--- config.mk ---
export PLATFORM = sky130hd
export DESIGN_NAME = descriptor_exec
export DESIGN_NICKNAME = d
export VERILOG_FILES = /design/src/rtl/descriptor_exec.sv
export SDC_FILE = /design/constraint.sdc
export NUM_CORES = 1
export LEC_CHECK = 0
export BUFFER_PORTS_ARGS = -buffer_cell sky130_fd_sc_hd__buf_4
export CAP_MARGIN = 15
export CORE_UTILIZATION = 43
export DETAILED_ROUTE_END_ITERATION = 12
export HOLD_SLACK_MARGIN = 0.05
export PLACE_DENSITY = 0.77
export SLEW_MARGIN = 20
export SYNTH_ARGS = -nofsm -noshare
export SYNTH_HDL_FRONTEND = slang
export SYNTH_SLANG_ARGS = --single-unit
--- constraint.sdc ---
create_clock -name clk -period 2.9 [get_ports clk]
set_input_delay 0.725 -clock clk [delete_from_list [all_inputs] [get_ports clk]]
set_output_delay 0.725 -clock clk [all_outputs]
set_load 0.03 [all_outputs]
--- src/rtl/descriptor_exec.sv ---
// Descriptor execution engine: pops 128-bit DMA descriptors, splits each transfer
// into bus bursts of at most MAX_BURST dwords and reports completion/errors.
module descriptor_exec #(
  parameter int unsigned MAX_BURST = 16,
  parameter int unsigned CNT_W     = 24
) (
  input  logic         clk,
  input  logic         rstb,
  input  logic         descpfifo_empty,
  output logic         descpfifo_rden,
  input  logic [127:0] descpfifo_rdata,
  input  logic         dma_abort,
  output logic         xfer_req,
  output logic [31:0]  xfer_addr,
  output logic [7:0]   xfer_len,
  input  logic         xfer_ack,
  input  logic         xfer_done,
  output logic         dma_busy,
  output logic         desc_done,
  output logic         dma_irq,
  output logic         desc_err
);

  typedef enum logic [2:0] {
    IDLE,
    LOAD,
    REQ,
    WAIT_DONE,
    COMPLETE
  } state_t;

  localparam logic [CNT_W-1:0] MAX_CNT = CNT_W'(MAX_BURST);
  localparam logic [7:0]       MAX_LEN = 8'(MAX_BURST);

  state_t           state, state_nxt;
  logic [31:0]      cur_addr;
  logic [CNT_W-1:0] remaining;
  logic             ctrl_irq;
  logic             err_q;
  logic             abort_pend;
  logic [7:0]       burst_len;

  logic [31:0]      ld_addr;
  logic [CNT_W-1:0] ld_cnt;
  logic             ld_valid;
  logic             ld_irq;
  logic             unused_rdata;

  assign ld_addr      = descpfifo_rdata[31:0];
  assign ld_cnt       = descpfifo_rdata[32 +: CNT_W];
  assign ld_valid     = descpfifo_rdata[65];
  assign ld_irq       = descpfifo_rdata[66];
  assign unused_rdata = ^descpfifo_rdata;

  assign burst_len = (remaining > MAX_CNT) ? MAX_LEN : remaining[7:0];

  // Address and length track the working registers, so they sit at zero out of reset
  // and stay frozen while a request waits for its acknowledge.
  assign xfer_addr = cur_addr;
  assign xfer_len  = burst_len;
  assign desc_err  = err_q;

  always_ff @(posedge clk) begin
    if (!rstb) begin
      state <= IDLE;
    end else begin
      // NOTE: clocked state uses non-blocking assignments so every register
      // samples the pre-edge values regardless of statement order.
      state <= state_nxt;
    end
  end

  always_comb begin
    // NOTE: every output of this block gets a default first; a path that skips an
    // assignment would otherwise infer a latch.
    state_nxt      = state;
    descpfifo_rden = 1'b0;
    xfer_req       = 1'b0;
    desc_done      = 1'b0;
    dma_irq        = 1'b0;
    dma_busy       = (state != IDLE);

    unique case (state)
      IDLE: begin
        descpfifo_rden = rstb && !descpfifo_empty && !dma_abort;
        if (descpfifo_rden) state_nxt = LOAD;
      end
      LOAD: begin
        if (dma_abort || !ld_valid) state_nxt = IDLE;
        else if (ld_cnt == '0)      state_nxt = COMPLETE;
        else                        state_nxt = REQ;
      end
      REQ: begin
        xfer_req = 1'b1;
        // Abort wins over a same-cycle acknowledge: the request is withdrawn.
        if (dma_abort)     state_nxt = IDLE;
        else if (xfer_ack) state_nxt = WAIT_DONE;
      end
      WAIT_DONE: begin
        if (xfer_done) begin
          if (abort_pend || dma_abort)             state_nxt = IDLE;
          else if (remaining == CNT_W'(burst_len)) state_nxt = COMPLETE;
          else                                     state_nxt = REQ;
        end
      end
      COMPLETE: begin
        desc_done = !dma_abort;
        dma_irq   = !dma_abort && ctrl_irq;
        state_nxt = IDLE;
      end
      default: state_nxt = IDLE;
    endcase
  end

  always_ff @(posedge clk) begin
    if (!rstb) begin
      cur_addr   <= '0;
      remaining  <= '0;
      ctrl_irq   <= 1'b0;
      err_q      <= 1'b0;
      abort_pend <= 1'b0;
    end else begin
      err_q <= (state == LOAD) && !ld_valid;
      // An abort seen while a burst is in flight is remembered until its done pulse.
      abort_pend <= (state == WAIT_DONE) && !xfer_done && (abort_pend || dma_abort);

      if (state == LOAD) begin
        cur_addr  <= ld_addr;
        remaining <= ld_cnt;
        ctrl_irq  <= ld_irq;
      end else if (state == WAIT_DONE && xfer_done) begin
        cur_addr  <= cur_addr + {22'b0, burst_len, 2'b00};
        remaining <= remaining - CNT_W'(burst_len);
      end
    end
  end

endmodule

==> reports/qor.txt, run 1 <==
Critical Path Source Type: flop
Ys async rst share: 0
Failing checks: setup timing
Cell Area, Placed: 0.005365 mm²
Top Metal Used: met4
Worst Hold Class: reg -> reg
Final GP Congestion: 0.8706
Crit path kind: reg -> reg
Unrepaired setup endpoints after global routing: true
Met1 WL: 5792 µm
Filler cell count: 689
IO Count: 180
DIE WIDTH: 98.92 µm
Root Driver: clkbuf_8
Area occupied by multi-input gates: 0.002967 mm²
Cell Area, Synth: 0.004039 mm²
Max Cap Viol: 0
Layout cells sized above 1: 0.3979
NumNets Final: 815
Wire length per cell: 18.19 µm
Worst-path clk slew: 0.08 ns
Combinational cell fraction of total power: 0.247
Sw frac: 0.3017
Slew HR: 0.4895
Worst setup EP type: flop
First-pass GRT wire length: 21690 µm
DRC Markers: 0
Routed WL: 14260 µm
Clk pwr share: 0.367
Max clock buf depth: 2
Final hold vios: 0
FMAX: 327.0 MHz
CTS hold repair buffers: 0
Number of flops mapped to enable cells by yosys: 0
Worst vdd ir: 0.2478 mV
Starting Density: 0.4543
Met3 Wirelength: 1093 µm
Worst slew pin tran: 0.7611 ns
Die area: 0.009784 mm²
Final setup violation count: 20
Finished Layout Cells: 784
Crit-path max FO: 6
Final period util: 1.055
Register area: 0.001246 mm²
Register share of total power: 0.386
Worst skew pair latency: 0.35 ns
PwrDens: 397.4 mW/mm²
Tmin final: 3.058 ns
GRT overflow: 0
Vias in the first global route: 4454
Met2 wire len: 7010 µm
Hold slack final: 0.4601 ns
Setup TNS: -1.954 ns
DIE HEIGHT: 98.92 µm
Static Leak: 0.002474 µW
Post-detail-place hpwl: 9447 µm
# diodes: 0
DRT Pass-1 Iters: 7
Synth Instances: 507
Largest net degree at the start of global routing: 43
Max Slew Vio Count: 0
Power Internal: 1661 µW
Placed cells: 752
H-tree Lvls: 3
#FFs+latches synth: 62
ANT nets after route: 0
Fin worst setup slack: -0.1581 ns
Worst Path Required: 3.12 ns
Rows: 34
Seq/Total Area, Yosys: 0.3073
Total track usage: 0.2737
Syn-to-layout area delta: 48.20%
Design area: 0.005986 mm²
Synth Warn #: 0
Synth Flop Type: dfxtp_1
IO Port Bufs: 106
Vias per inst: 6.231
Data arrival time of the critical path: 3.28 ns
Core ar.: 0.008891 mm²
TritonCTS clock tree: built
Antenna violations before repair: 0
Skew final: 0.01178 ns
Netlist cell types: 79
Finished Core Util: 0.6732
Initial DRC Count: 504
Status: complete, but fails checks
Sw power: 717.6 µW
Clk sink count: 62
Cts bufs inserted: 9
Synth Area per Inst: 7.966 µm²
Routed via count: 4885
[final cells by class]
type	count	area share
Sequential cell	62	0.2082
Clock inverter	4	0.01171
Inverter	8	0.005017
Clock buffer	12	0.02425
Tap cell	108	0.02258
Multi-Input combinational cell	409	0.4956
Timing Repair Buffer	181	0.2327
[state kept, by name (all words and copies together) (netlist names)]
| signal | flops |
|---|---|
| abort_pend | 1 |
| remaining | 24 |
| xfer_addr | 32 |
| desc_err | 1 |
| ctrl_irq | 1 |
| state | 3 |
[path summary, 6_finish.rpt]
kind           startpoint            end  slack [ns]  cells after the start
min          xfer_addr[1]   xfer_addr[1]        0.46                      2
max reg2reg  remaining[3]  xfer_addr[25]       -0.16                     11
max          remaining[3]  xfer_addr[25]       -0.16                     11
min reg2reg  xfer_addr[1]   xfer_addr[1]        0.46                      2
[power by group through the flow]
stage	registers (µW)	logic, µW	clock network [µW]
after floorplan	959	256	0
after global placement	932	500	0
after detailed placement	934	511	0
after CTS	915	539	872
after global routing	921	627	915
final	918	588	873
[per-stage QoR]
stage	setup slack (ns)	total power [µW]
6_report	-0.1581	2379
2_1_floorplan	-0.04833	1215
3_3_place_gp	-0.1437	1432
5_1_grt	-0.2737	2463
4_1_cts	-0.1145	2326
3_5_place_dp	-0.1860	1445
[cells in the mapped netlist (9+ instances only)]
cell	n	area [µm²]
dfxtp_1	62	1241
or3_1	12	75.07
o211ai_1	15	112.6
nor2_1	40	150.1
nand3_1	13	65.06
a22oi_1	14	105.1
o21ai_0	17	85.08
clkbuf_1	20	75.07
nand2_1	66	247.7
a21oi_1	49	245.2
nor4_1	16	100.1
ha_1	9	112.6
nor3_1	19	95.09
[placed cells by master, fill, tap and decap left out, types with 4 or more instances in the layout]
cell,count
ha_1,4
o22ai_1,4
a31oi_1,7
a22oi_1,14
o31a_1,6
a222oi_1,4
nor2_1,39
buf_4,172
conb_1,7
dfxtp_2,4
buf_6,9
nand4_1,5
and3_1,4
nand2b_1,4
o21ai_0,13
o211ai_1,15
nand4_4,4
nor3_1,14
nand2_1,65
or4_1,4
o311ai_0,4
nor4_1,11
ha_4,5
inv_1,7
a21oi_2,5
and2_4,4
nor4_2,5
nor3_2,5
a21o_1,4
xor2_1,4
nand3_1,13
a21oi_1,44
dfxtp_1,58
or3_1,10
clkbuf_8,10
[per-layer routing]
metal	vias up	GRT usage
li1	2252	-
met1	2323	0.3517
met2	269	0.4626
met3	41	0.05035
met4	0	0.08840
met5	-	0
[repair_timing]
| item | CTS | global route |
|---|---|---|
| pin swaps | 20 | 27 |
| setup buffers | 11 | 7 |
| cloned | 1 | 0 |
| resized for setup | 19 | 43 |
| setup endpoints to repair | 18 | 35 |
[kinds of logic (layout without fill, tap and decap cells)]
logic type / Yosys count / count (layout) / synth area share
AND/OR/NAND/NOR: 218 / 218 / 0.2968
AO/OA/AOI/OAI: 164 / 164 / 0.2924
flip-flops: 62 / 62 / 0.3073
buffers and inverters: 41 / 205 / 0.04492
adder cells (fa/ha/maj): 10 / 10 / 0.03284
XOR/XNOR: 6 / 6 / 0.01301
multiplexers: 4 / 4 / 0.01084
other: 2 / 7 / 0.001859
[critical path: stages, from the launching register on]
cell	delay, ns
dfxtp_2	0.33
or3_4	0.38
o21a_1	0.22
nor3_4	0.26
and2_4	0.22
ha_4	0.22
a21o_1	0.19
a21oi_4	0.20
a2111oi_4	0.13
or2_4	0.29
a222oi_1	0.35
a21oi_1	0.14
Power figures use the tool's default switching activity.
==> inputs of run 2 (changes only) <==
Settings changed: CORE_UTILIZATION 43 to 44, CTS_BUF_LIST from default to sky130_fd_sc_hd__clkbuf_4 sky130_fd_sc_hd__clkbuf_8, PLACE_DENSITY 0.77 to 0.78.
==> reports/qor.txt, run 2 (synthesis results as in run 1) <==
Max Slew Vio Count: 0
Most frequent cells in the layout: buf_4, nand2_1, dfxtp_1, a21oi_1, nor2_1
Syn-to-layout area delta: 46.65%
Routed via count: 4885
Clk sink count: 62
H-tree Lvls: 3
Vias in the first global route: 4515
CTS hold repair buffers: 0
Stages on the worst setup path: 13
Root Driver: clkbuf_8
Final setup violation count: 18
Skew final: 0.009655 ns
Commonest non-fill, non-tap cell in the layout: buf_4
GRT met2 Usage: 0.4757
Critical Path Source Type: flop
TritonCTS clock tree: built
Met1 GRT Util: 0.3645
DRT Pass-1 Iters: 10
ANT nets after route: 0
Final GP Congestion: 0.8952
NumNets Final: 813
Status: complete, but fails checks
Max FFs per register: 32
Antenna violations before repair: 0
Data arrival time of the critical path: 3.36 ns
IO Port Bufs: 106
CP Buf/Inv Count: 2
Most used cell, CP: buf_4
Fin worst setup slack: -0.1827 ns
Wire length per cell: 17.97 µm
Register area: 0.001246 mm²
Final hold vios: 0
Worst slew pin tran: 0.8653 ns
First-pass GRT wire length: 21970 µm
Core ar.: 0.008806 mm²
Worst path top cell family by delay: compound AO/OA/AOI/OAI gates
Worst Hold Class: reg -> reg
GRT busiest layer: met2
Tmin final: 3.083 ns
Final period util: 1.063
Crit-path max FO: 8
Starting Density: 0.4587
GRT overflow: 0
Hold slack final: 0.4621 ns
Worst vdd ir: 0.2293 mV
Post-detail-place hpwl: 9303 µm
Worst Path Required: 3.17 ns
PwrDens: 388.8 mW/mm²
Static Leak: 0.002435 µW
# diodes: 0
Die area: 0.009567 mm²
WHS Path Cells: 2
Final Power: 2303 µW
Worst skew pair latency: 0.36 ns
Initial DRC Count: 416
Cts bufs inserted: 9
Vias per inst: 6.247
Layout cells sized above 1: 0.3902
Unrepaired setup endpoints after global routing: true
Filler cell count: 693
Worst-path clk slew: 0.07 ns
Failing checks: DRC, setup timing
Routed WL: 14050 µm
GRT met3 Usage: 0.05369
Max Cap Viol: 0
DIE HEIGHT: 97.81 µm
Worst setup EP type: flop
FMAX: 324.4 MHz
Max clock buf depth: 2
Slew HR: 0.4197
Largest net degree at the start of global routing: 55
DRC Markers: 18
DIE WIDTH: 97.81 µm
CP peak stage delay: 0.38 ns
Crit path cell chain: or3_4 -> o21a_1 -> nor3_4 -> buf_4 -> and2_4 -> ha_4 -> a21o_1 -> nand4_4 -> a2111oi_4 -> buf_4 -> nor2_4 -> o31a_1 -> a221oi_2
Crit path kind: reg -> reg
Rows: 34
Finished Core Util: 0.6726
Total track usage: 0.2841
IO Count: 180
Slowest cell on crit path: or3_4
R2R cell count: 13
Area occupied by multi-input gates: 0.002937 mm²
## run 2: changes by cell type in the layout (fill, tap and decap cells not counted), moves of 2 or more
cell / delta
a21oi_1: +3
a21oi_2: -4
buf_4: -2
clkbuf_1: -2
clkbuf_4: +2
clkinv_2: +2
nand2_2: +2
nor3_1: +2
nor3_2: -2
o311ai_1: +2
## run 2: timing repair
action                     CTS  global route
setup endpoints to repair   20            31
cloned                       1             0
resized for setup           19            37
pin swaps                   21            23
buffers inserted             9            12
## run 2: final cells by class
cell class                      instances  share of cell area
Sequential cell                        62              0.2104
Multi-Input combinational cell        409              0.4958
Timing Repair Buffer                  179              0.2341
Clock buffer                           11             0.02345
Clock inverter                          5            0.008450
Inverter                                8            0.005070
Tap cell                              108             0.02281
## run 2: report_power, final
| part | switching (µW) | internal, µW |
|---|---|---|
| registers | 37.9 | 881 |
| logic | 314 | 289 |
| clock network | 371 | 410 |
## run 2: worst register-to-register path, stage by stage, from the launching register on
cell       delay, ns
dfxtp_2         0.32
or3_4           0.38
o21a_1          0.20
nor3_4          0.25
buf_4           0.16
and2_4          0.15
ha_4            0.13
a21o_1          0.20
nand4_4         0.12
a2111oi_4       0.35
buf_4           0.20
nor2_4          0.07
o31a_1          0.25
a221oi_2        0.21
## run 2: layer usage
layer  vias to the layer above  part of all wire
li1                       2255                 -
met4                         0             0.026
met5                         -                 0
met2                       261              0.49
met3                        40             0.085
met1                      2329              0.40
## run 2: final timing paths
| path | endpoint | start | slack, ns |
|---|---|---|---|
| setup / recovery | xfer_addr[23] | remaining[3] | -0.18 |
| hold reg to reg | xfer_addr[1] | xfer_addr[1] | 0.46 |
| hold / removal | xfer_addr[1] | xfer_addr[1] | 0.46 |
| setup reg to reg | xfer_addr[23] | remaining[3] | -0.18 |
## run 2: stage by stage
step	TNS, ns	area (µm²)	worst slack [ns]	cells
after detailed placement	-2.383	5333	-0.2435	746
final	-1.919	5923	-0.1827	782
after floorplan	-0.2373	4141	-0.04833	512
after global placement	-1.045	5333	-0.1569	746
after CTS	-0.5489	5679	-0.08738	772
after global routing	-4.732	5923	-0.3432	782
